## src/rtl/id_issue_buffer.sv

```systemverilog
// Decode-to-issue FIFO: holds decoded instructions between ID and issue, with a
// throttle that keeps at most one control-flow instruction buffered at a time.

package config_pkg;
    typedef struct packed {
        logic [31:0] nr_commit_ports;
        logic [31:0] xlen;
    } cva6_cfg_t;

    localparam cva6_cfg_t cva6_cfg_empty = '0;
endpackage

module id_issue_buffer #(
    parameter config_pkg::cva6_cfg_t CVA6Cfg = config_pkg::cva6_cfg_empty,
    parameter type scoreboard_entry_t = logic,
    parameter int unsigned DEPTH = 2
) (
    input  logic                       clk_i,
    input  logic                       rst_i,
    input  logic                       flush_i,
    input  logic                       in_valid_i,
    output logic                       in_ready_o,
    input  scoreboard_entry_t          in_sbe_i,
    input  logic [31:0]                in_orig_instr_i,
    input  logic                       in_is_ctrl_flow_i,
    output logic                       out_valid_o,
    input  logic                       out_ack_i,
    output scoreboard_entry_t          out_sbe_o,
    output logic [31:0]                out_orig_instr_o,
    output logic                       out_is_ctrl_flow_o,
    output logic [$clog2(DEPTH):0]     count_o
);

    localparam int unsigned PTR_W = $clog2(DEPTH);
    localparam int unsigned CNT_W = PTR_W + 1;

    if (DEPTH < 2 || DEPTH > 8 || (DEPTH & (DEPTH - 1)) != 0) begin : g_bad_depth
        $error("id_issue_buffer: DEPTH must be a power of two in 2..8");
    end

    scoreboard_entry_t sbe_q   [DEPTH];
    scoreboard_entry_t sbe_d   [DEPTH];
    logic [31:0]       instr_q [DEPTH];
    logic [31:0]       instr_d [DEPTH];
    logic              cf_q    [DEPTH];
    logic              cf_d    [DEPTH];

    logic [PTR_W-1:0]  wr_ptr_q, wr_ptr_d;
    logic [PTR_W-1:0]  rd_ptr_q, rd_ptr_d;
    logic [CNT_W-1:0]  count_q, count_d;
    logic              cf_cnt_q, cf_cnt_d;

    logic              push;
    logic              pop;
    logic              space;
    logic              cf_pending;
    logic              cf_block;

    // Head is read straight out of storage; nothing registered on the output side.
    assign out_sbe_o          = sbe_q[rd_ptr_q];
    assign out_orig_instr_o   = instr_q[rd_ptr_q];
    assign out_is_ctrl_flow_o = cf_q[rd_ptr_q];
    assign count_o            = count_q;

    assign out_valid_o = (count_q != '0) & ~flush_i;
    assign pop         = out_valid_o & out_ack_i;
    assign space       = (count_q < CNT_W'(DEPTH)) | pop;

    // A branch leaving this cycle frees the single control-flow slot for the incoming one.
    assign cf_pending  = cf_cnt_q & ~(pop & out_is_ctrl_flow_o);
    assign cf_block    = in_is_ctrl_flow_i & cf_pending;
    assign in_ready_o  = space & ~cf_block & ~flush_i;
    assign push        = in_valid_i & in_ready_o;

    always_comb begin
        wr_ptr_d = wr_ptr_q;
        rd_ptr_d = rd_ptr_q;
        count_d  = count_q;
        cf_cnt_d = cf_cnt_q;
        if (flush_i) begin
            wr_ptr_d = '0;
            rd_ptr_d = '0;
            count_d  = '0;
            cf_cnt_d = 1'b0;
        end else begin
            if (push) begin
                wr_ptr_d = wr_ptr_q + PTR_W'(1);
            end
            if (pop) begin
                rd_ptr_d = rd_ptr_q + PTR_W'(1);
            end
            count_d  = count_q + CNT_W'(push) - CNT_W'(pop);
            cf_cnt_d = cf_pending | (push & in_is_ctrl_flow_i);
        end
    end

    always_comb begin
        sbe_d   = sbe_q;
        instr_d = instr_q;
        cf_d    = cf_q;
        if (push) begin
            sbe_d[wr_ptr_q]   = in_sbe_i;
            instr_d[wr_ptr_q] = in_orig_instr_i;
            cf_d[wr_ptr_q]    = in_is_ctrl_flow_i;
        end
    end

    always_ff @(posedge clk_i or posedge rst_i) begin
        if (rst_i) begin
            wr_ptr_q <= '0;
            rd_ptr_q <= '0;
            count_q  <= '0;
            cf_cnt_q <= 1'b0;
        end else begin
            wr_ptr_q <= wr_ptr_d;
            rd_ptr_q <= rd_ptr_d;
            count_q  <= count_d;
            cf_cnt_q <= cf_cnt_d;
        end
    end

    // Storage is cleared on reset so the head outputs read as zero while rst_i is high.
    always_ff @(posedge clk_i or posedge rst_i) begin
        if (rst_i) begin
            for (int i = 0; i < DEPTH; i++) begin
                sbe_q[i]   <= '0;
                instr_q[i] <= '0;
                cf_q[i]    <= 1'b0;
            end
        end else begin
            sbe_q   <= sbe_d;
            instr_q <= instr_d;
            cf_q    <= cf_d;
        end
    end

endmodule

```

## config.mk

```make
export PLATFORM = sky130hd
export DESIGN_NAME = id_issue_buffer
export DESIGN_NICKNAME = d
export VERILOG_FILES = /design/src/rtl/id_issue_buffer.sv
export SDC_FILE = /design/constraint.sdc
export NUM_CORES = 1
export LEC_CHECK = 0
export BUFFER_PORTS_ARGS = -buffer_cell sky130_fd_sc_hd__clkbuf_2
export CAP_MARGIN = 20
export CORE_MARGIN = 3
export CORE_UTILIZATION = 49
export CTS_BUF_LIST = sky130_fd_sc_hd__clkbuf_8
export CTS_CLUSTER_SIZE = 8
export DETAILED_ROUTE_END_ITERATION = 7
export GPL_TIMING_DRIVEN = 0
export PLACE_DENSITY_LB_ADDON = 0.15
export RECOVER_POWER = 100
export SETUP_SLACK_MARGIN = 0.2
export SLEW_MARGIN = 20
export SYNTH_ARGS = -nofsm -noshare
export SYNTH_HDL_FRONTEND = slang
export SYNTH_SLANG_ARGS = --single-unit
```

## constraint.sdc

```tcl
create_clock -name clk_i -period 2.75 [get_ports clk_i]
set_input_delay 0.1375 -clock clk_i [delete_from_list [all_inputs] [get_ports clk_i]]
set_output_delay 0.1375 -clock clk_i [all_outputs]
set_load 0.005 [all_outputs]
```

Word-level counts from Yosys, hierarchy flattened:

Index checks and enable logic that the tools add are counted.

* bits in registers: 73
* bits of input ports: 39

* $add $sub $neg: 4
* $lt $le $gt $ge: 4
* mux-type cells: 22
* bitwise operators: 16
* reduce and logical (&&, ||, !) cells: 4

Operator list (number)
* two-way mux 32 bit: 4
* bitwise mux 64 bit: 1
* demux 32 bit (select 1 bit): 1
* two-way mux 1 bit: 12
* bitwise AND 1 bit: 9
* nonzero test 2 bit: 3
* bitwise mux 2 bit: 2
* >= comparator 2 bit, second input constant: 2
* NOT 1 -> 2 bit: 2
* NOT 1 bit: 3
* adder 1 bit, second input constant: 2
* adder 2 x 1 -> 2 bit: 1
* less-than comparator 2 x 1 -> 1 bit, second input constant: 1
* less-than comparator 2 bit, second input constant: 1
* two-way mux 2 bit: 1
* bitwise OR 1 bit: 2
* subtractor 2 x 1 -> 2 bit: 1
* demux 1 bit (select 1 bit): 1
* logical AND 1 bit: 1

Longest topological paths before layout:

* word-level depth: 15
* gate-level depth with buffers: 10

Worst setup path after synthesis:

OpenSTA, ideal clock, no wires.

* path type: reg-to-reg
* start: register rd_ptr_q
* end: register count_q[1] (netlist: count_o[1])
* setup time: 0.119 ns
* data arrival time: 1.961 ns
* path slack: 0.670 ns
* cell stages (with the launch flop): 11
* clock period less this slack: 2.080 ns
* path through: dfrtp_1 > buf_6 > mux2_4 > a31oi_4 > nand3b_1 > ha_1 > inv_1 > ha_1 > xor2_1 > xnor2_1 > nor2_1

* cells in the longest elaborated chain, start to end: 15

Ends and longest elaborated chain
* from (decl): line 49 `logic [PTR_W-1:0] rd_ptr_q, rd_ptr_d;`
* from (signal assigned): line 116 `rd_ptr_q <= rd_ptr_d;`
* NOT 1 -> 2 bit (not written as such): line 62 `assign out_is_ctrl_flow_o = cf_q[rd_ptr_q];`
* two-way mux 1 bit (not written as such) (3 in a row): line 62
* named net out_is_ctrl_flow_o: line 30 `output logic out_is_ctrl_flow_o,`
* bitwise AND 1 bit: line 70 `assign cf_pending = cf_cnt_q & ~(pop & out_is_ctrl_flow_o);`
* NOT 1 bit: line 70
* bitwise AND 1 bit: line 70
* bitwise AND 1 bit: line 71 `assign cf_block = in_is_ctrl_flow_i & cf_pending;`
* NOT 1 bit: line 72 `assign in_ready_o = space & ~cf_block & ~flush_i;`
* bitwise AND 1 bit (2 in a row): line 72
* bitwise AND 1 bit: line 73 `assign push = in_valid_i & in_ready_o;`
* adder 2 x 1 -> 2 bit: line 92 `count_d = count_q + CNT_W'(push) - CNT_W'(pop);`
* subtractor 2 x 1 -> 2 bit: line 92
* two-way mux 2 bit: line 80 `if (flush_i) begin`
* named net count_d[1]: line 50 `logic [CNT_W-1:0] count_q, count_d;`
* to (signal assigned): line 117 `count_q <= count_d;`
* to (decl): line 50

The timed path passes the listed nets, and every way through them passes these cells. The select of a mux whose other input is x is not followed.
A chain may end at the register's enable or synchronous reset.

Worst setup path in the final report:

* start: register rd_ptr_q
* end: register instr_q[49] (netlist bit)

* cells in the longest elaborated chain, start to end: 12

Ends and longest elaborated chain
* NOT 1 -> 2 bit (not written as such): line 62
* two-way mux 1 bit (not written as such) (3 in a row): line 62
* bitwise AND 1 bit: line 70
* NOT 1 bit: line 70
* bitwise AND 1 bit: line 70
* bitwise AND 1 bit: line 71
* NOT 1 bit: line 72
* bitwise AND 1 bit (2 in a row): line 72
* bitwise AND 1 bit: line 73
* to (signal assigned): line 132 `instr_q <= instr_d;`
* to (decl): line 43 `logic [31:0] instr_q [DEPTH];`

No other way between the ends. The select of a mux whose other input is x is not followed.

==> metrics.md <==
| Metric | Value |
|---|---|
| Largest net degree at the start of global routing | `40` |
| Ys flop type | `dfrtp_1` |
| Boundary Pins | `77` |
| Most frequent cells in the layout | `dfrtp_1, clkbuf_2, mux2_1` |
| Final net count | `about 350` |
| Mux share of post-synthesis cell area | `between 30% and 40%` |
| Post-Route WL | `around 6300 um` |
| Vias in the first global route | `about 2100` |
| Crit-path cells | `buf_6 > mux2_1 > a31oi_1 > nor2_1 > clkbuf_2 > mux2_1` |
| Failing checks | `max-capacitance violations, max-slew violations` |
| Worst slew pin tran | `approximately 1.6 ns` |
| Buffers plus inverters on the worst setup path | `2` |
| Worst skew pair latency | `~0.34 ns` |
| Register bit count reported by yosys | `73` |
| Place WS | `0.5129 ns` |
| Fin crit period | `2.307 ns` |
| Mapped Area | `about 3500 sq um` |
| Reg2reg start | `rd_ptr_q` |
| Drt drc | `0` |
| Sw Share | `between 20% and 30%` |
| Synth Area in Adders | `less than 1%` |
| Largest family of logic cells by synthesized area | `multiplexers` |
| Highest clock rate | `around 430 MHz` |
| Sequential share of power | `46.4%` |
| Routed Antenna Nets | `0` |
| Final Slew Violations | `35` |
| Number of H-tree levels | `3` |
| Worst-case reg-to-reg path depth | `6` |
| Nature of the critical path endpoint | `register` |
| Gp weighted congestion | `0.7611` |
| Slowest CP cell | `nor2_1` |
| Endpoints failing setup | `0` |
| Worst-path maximum fanout | `10` |
| Comb pwr share | `26.5%` |
| Cts bufs inserted | `9` |
| Vias/cell | `approximately 4.9` |
| Most common cell after layout, fill and taps aside | `dfrtp_1` |
| NetSw | `0.0009563 W` |
| Clock Power Share | `27.1%` |
| Row count | `30` |
| Setup TNS | `0 ns` |
| Count of flip-flops with a built-in enable after synthesis | `0` |
| Async S/R FF share, synth | `100.0%` |
| Share of cells above drive strength 1 | `40.45%` |
| Power per cell area | `between 800 and 900 nW/um^2` |
| Post-synth top area cell | `dfrtp_1` |
| Routed via count | `1993` |
| Post-synthesis simple-gate area fraction | `under 10%` |
| Port Buffers | `between 70 and 80` |
| Critical Path RT | `2.98 ns` |
| GRT overflow | `0` |
| Final Hold Fails | `0` |
| Post-Syn Area per Cell | `16.31 sq um` |
| Fin Clk Skew | `approximately 0.0082 ns` |
| Tcrit/Tclk final | `a little over four fifths` |
| Worst VDD drop | `0.0004045 V` |
| Area after DPL | `4030 sq um` |
| Area growth syn-to-layout | `13.52%` |
| Crit path kind | `reg2reg` |
| Chip width | `roughly 91 um` |
| Status | `finished, violations left` |
| Post-Synthesis Cells | `215` |
| TritonCTS clock tree | `yes` |
| Sequential fraction of the synthesis area | `52.09%` |
| Clock Sinks | `between 70 and 80` |
| DR pass1 iterations | `4` |
| Core Area | `slightly below 7000 sq um` |
| Starting density of the core | `between 50% and 60%` |
| Fin worst setup slack | `roughly 0.44 ns` |
| Initial DRC Count | `between 40 and 50` |
| CP arrival | `2.53 ns` |
| RSZ-0062 raised after global routing | `false` |
| Clock buffer depth | `2` |
| Crit Reg-Reg Endpoint | `instr_q[49]` |
| DIE HEIGHT | `90.60 um` |
| Synth Area in XOR/XNOR | `less than 1%` |
| Crit-path max cell delay | `0.52 ns` |
| Fraction of the mapped netlist area in compound gates | `roughly 2.3%` |
| Max Cap Viol | `1` |
| CP Launch Type | `register` |
| Initial antenna violation count | `0` |
| Min Hold Slack | `about 0.023 ns` |
| CTS resizes | `0` |
| CTS Root Cell | `clkbuf_8` |
| Hold path endpoint | `instr_q[18]` |
| Overall Power | `0.003490 W` |
| WL per Instance | `between 15 and 20 um` |
| Worst R2R Setup Slack | `0.44 ns` |
| CP most frequent cell | `mux2_1` |
| Worst hold path depth | `2` |
| Pint | `0.002534 W` |
| Delay-heaviest family, CP | `multiplexers` |
| Syn nets | `between 200 and 300` |
| Cell area after layout | `around 4000 sq um` |
| Total GRT Usage | `between 15 and 20%` |
| CTS clock-pin slew for the worst setup and hold paths | `approximately 0.080 ns` |
| First-pass GRT wire length | `between 10000 and 15000 um` |
| Min-delay src | `in_orig_instr_i[18]` |
| Leak | `between 1.5 and 2 nW` |
| N_diodes | `0` |
| Slew margin rel. | `-5.642%` |
| Synth top area share | `between 50% and 60%` |
| Synth warnings | `0` |
| Hpwl dp | `about 4500 um` |
| Netlist cell types | `23` |
| Area of the die | `just over 8000 sq um` |
| Synth area leaders | `dfrtp_1, mux2_4, mux2_2` |
| Class of the worst hold path | `in2reg` |
==> synthesized netlist by cell type (3+ instances only) <==
cell / n
dfrtp_1: 73
buf_6: 7
nor2b_1: 3
nor2_1: 3
mux2_4: 60
mux2_2: 41
clkbuf_1: 3
a21oi_1: 3
==> worst register-to-register path: cells and delay by family (launching register included) <==
kind / cells / cell delay [ns]
compound gates: 1 / 0.14
mux: 2 / 0.62
flops: 1 / 0.38
simple gates: 1 / 0.52
buf+inv: 2 / 0.55
==> registers in the layout, indices dropped and copies added (netlist names) <==
| name | flops |
|---|---|
| wr_ptr_q | 1 |
| count_o | 2 |
| rd_ptr_q | 1 |
| cf_cnt_q | 1 |
| cf_q | 2 |
| sbe_q | 2 |
| instr_q | 64 |
==> layer usage <==
metal | track usage, % | wire (um)
met3 | 6.917 | 383
met2 | 25.20 | 2865
met4 | 4.592 | 63
met1 | 23.38 | 3021
met5 | 0 | 0
==> how the worst max path moves through the flow <==
stage | end | startpoint | cells after the start
after floorplan | count_o[1] | rd_ptr_q | 10
after global placement | count_o[1] | rst_i | 2
after detailed placement | count_o[1] | rd_ptr_q | 10
after CTS | count_o[1] | rd_ptr_q | 10
after global routing | sbe_q[1] | rd_ptr_q | 6
final | instr_q[49] | rd_ptr_q | 6
==> per-stage QoR <==
| stage | utilization [%] | cells |
|---|---|---|
| final | 57.96 | 405 |
| after floorplan | - | 215 |
| after detailed placement | 58.67 | 388 |
| after global placement | 58.34 | 387 |
| after CTS | 62.13 | 405 |
| after global routing | 57.96 | 405 |
==> final cells by class <==
type / instances / area (sq um)
fillers: 617 / 2888
clock inverters: 6 / 90.09
flip-flops and latches: 73 / 1827
well taps: 96 / 120.1
multi-input cells: 130 / 1358
clock buffers: 10 / 137.6
plain buffers: 10 / 58.81
repair buffers: 78 / 381.6
inverters: 2 / 8.758
==> logic make-up (layout without fill, tap and decap cells) <==
logic type      after synthesis  after routing
simple gates                 16             16
compound gates                9              9
fa+ha+maj                     2              2
mux                         101            101
buf+inv                      12            106
flops                        73             73
xor+xnor                      2              2
==> timing repair <==
item / 4_1_cts / 5_1_grt
endpoints found under the setup margin: 0 / 0
hold buffers: 1 / 0
hold endpoints to repair: 34 / 0
buffers inserted: 0 / 0
==> power by group through the flow <==
stage               clock network, W  logic (W)  registers [W]
finish                      0.000945   0.000925        0.00162
global route                 0.00103    0.00104        0.00167
CTS                         0.000975    0.00122        0.00164
detailed placement                 0    0.00122        0.00165
global placement                   0    0.00119        0.00164
floorplan                          0   0.000887        0.00159
Power figures use the tool's default switching activity.
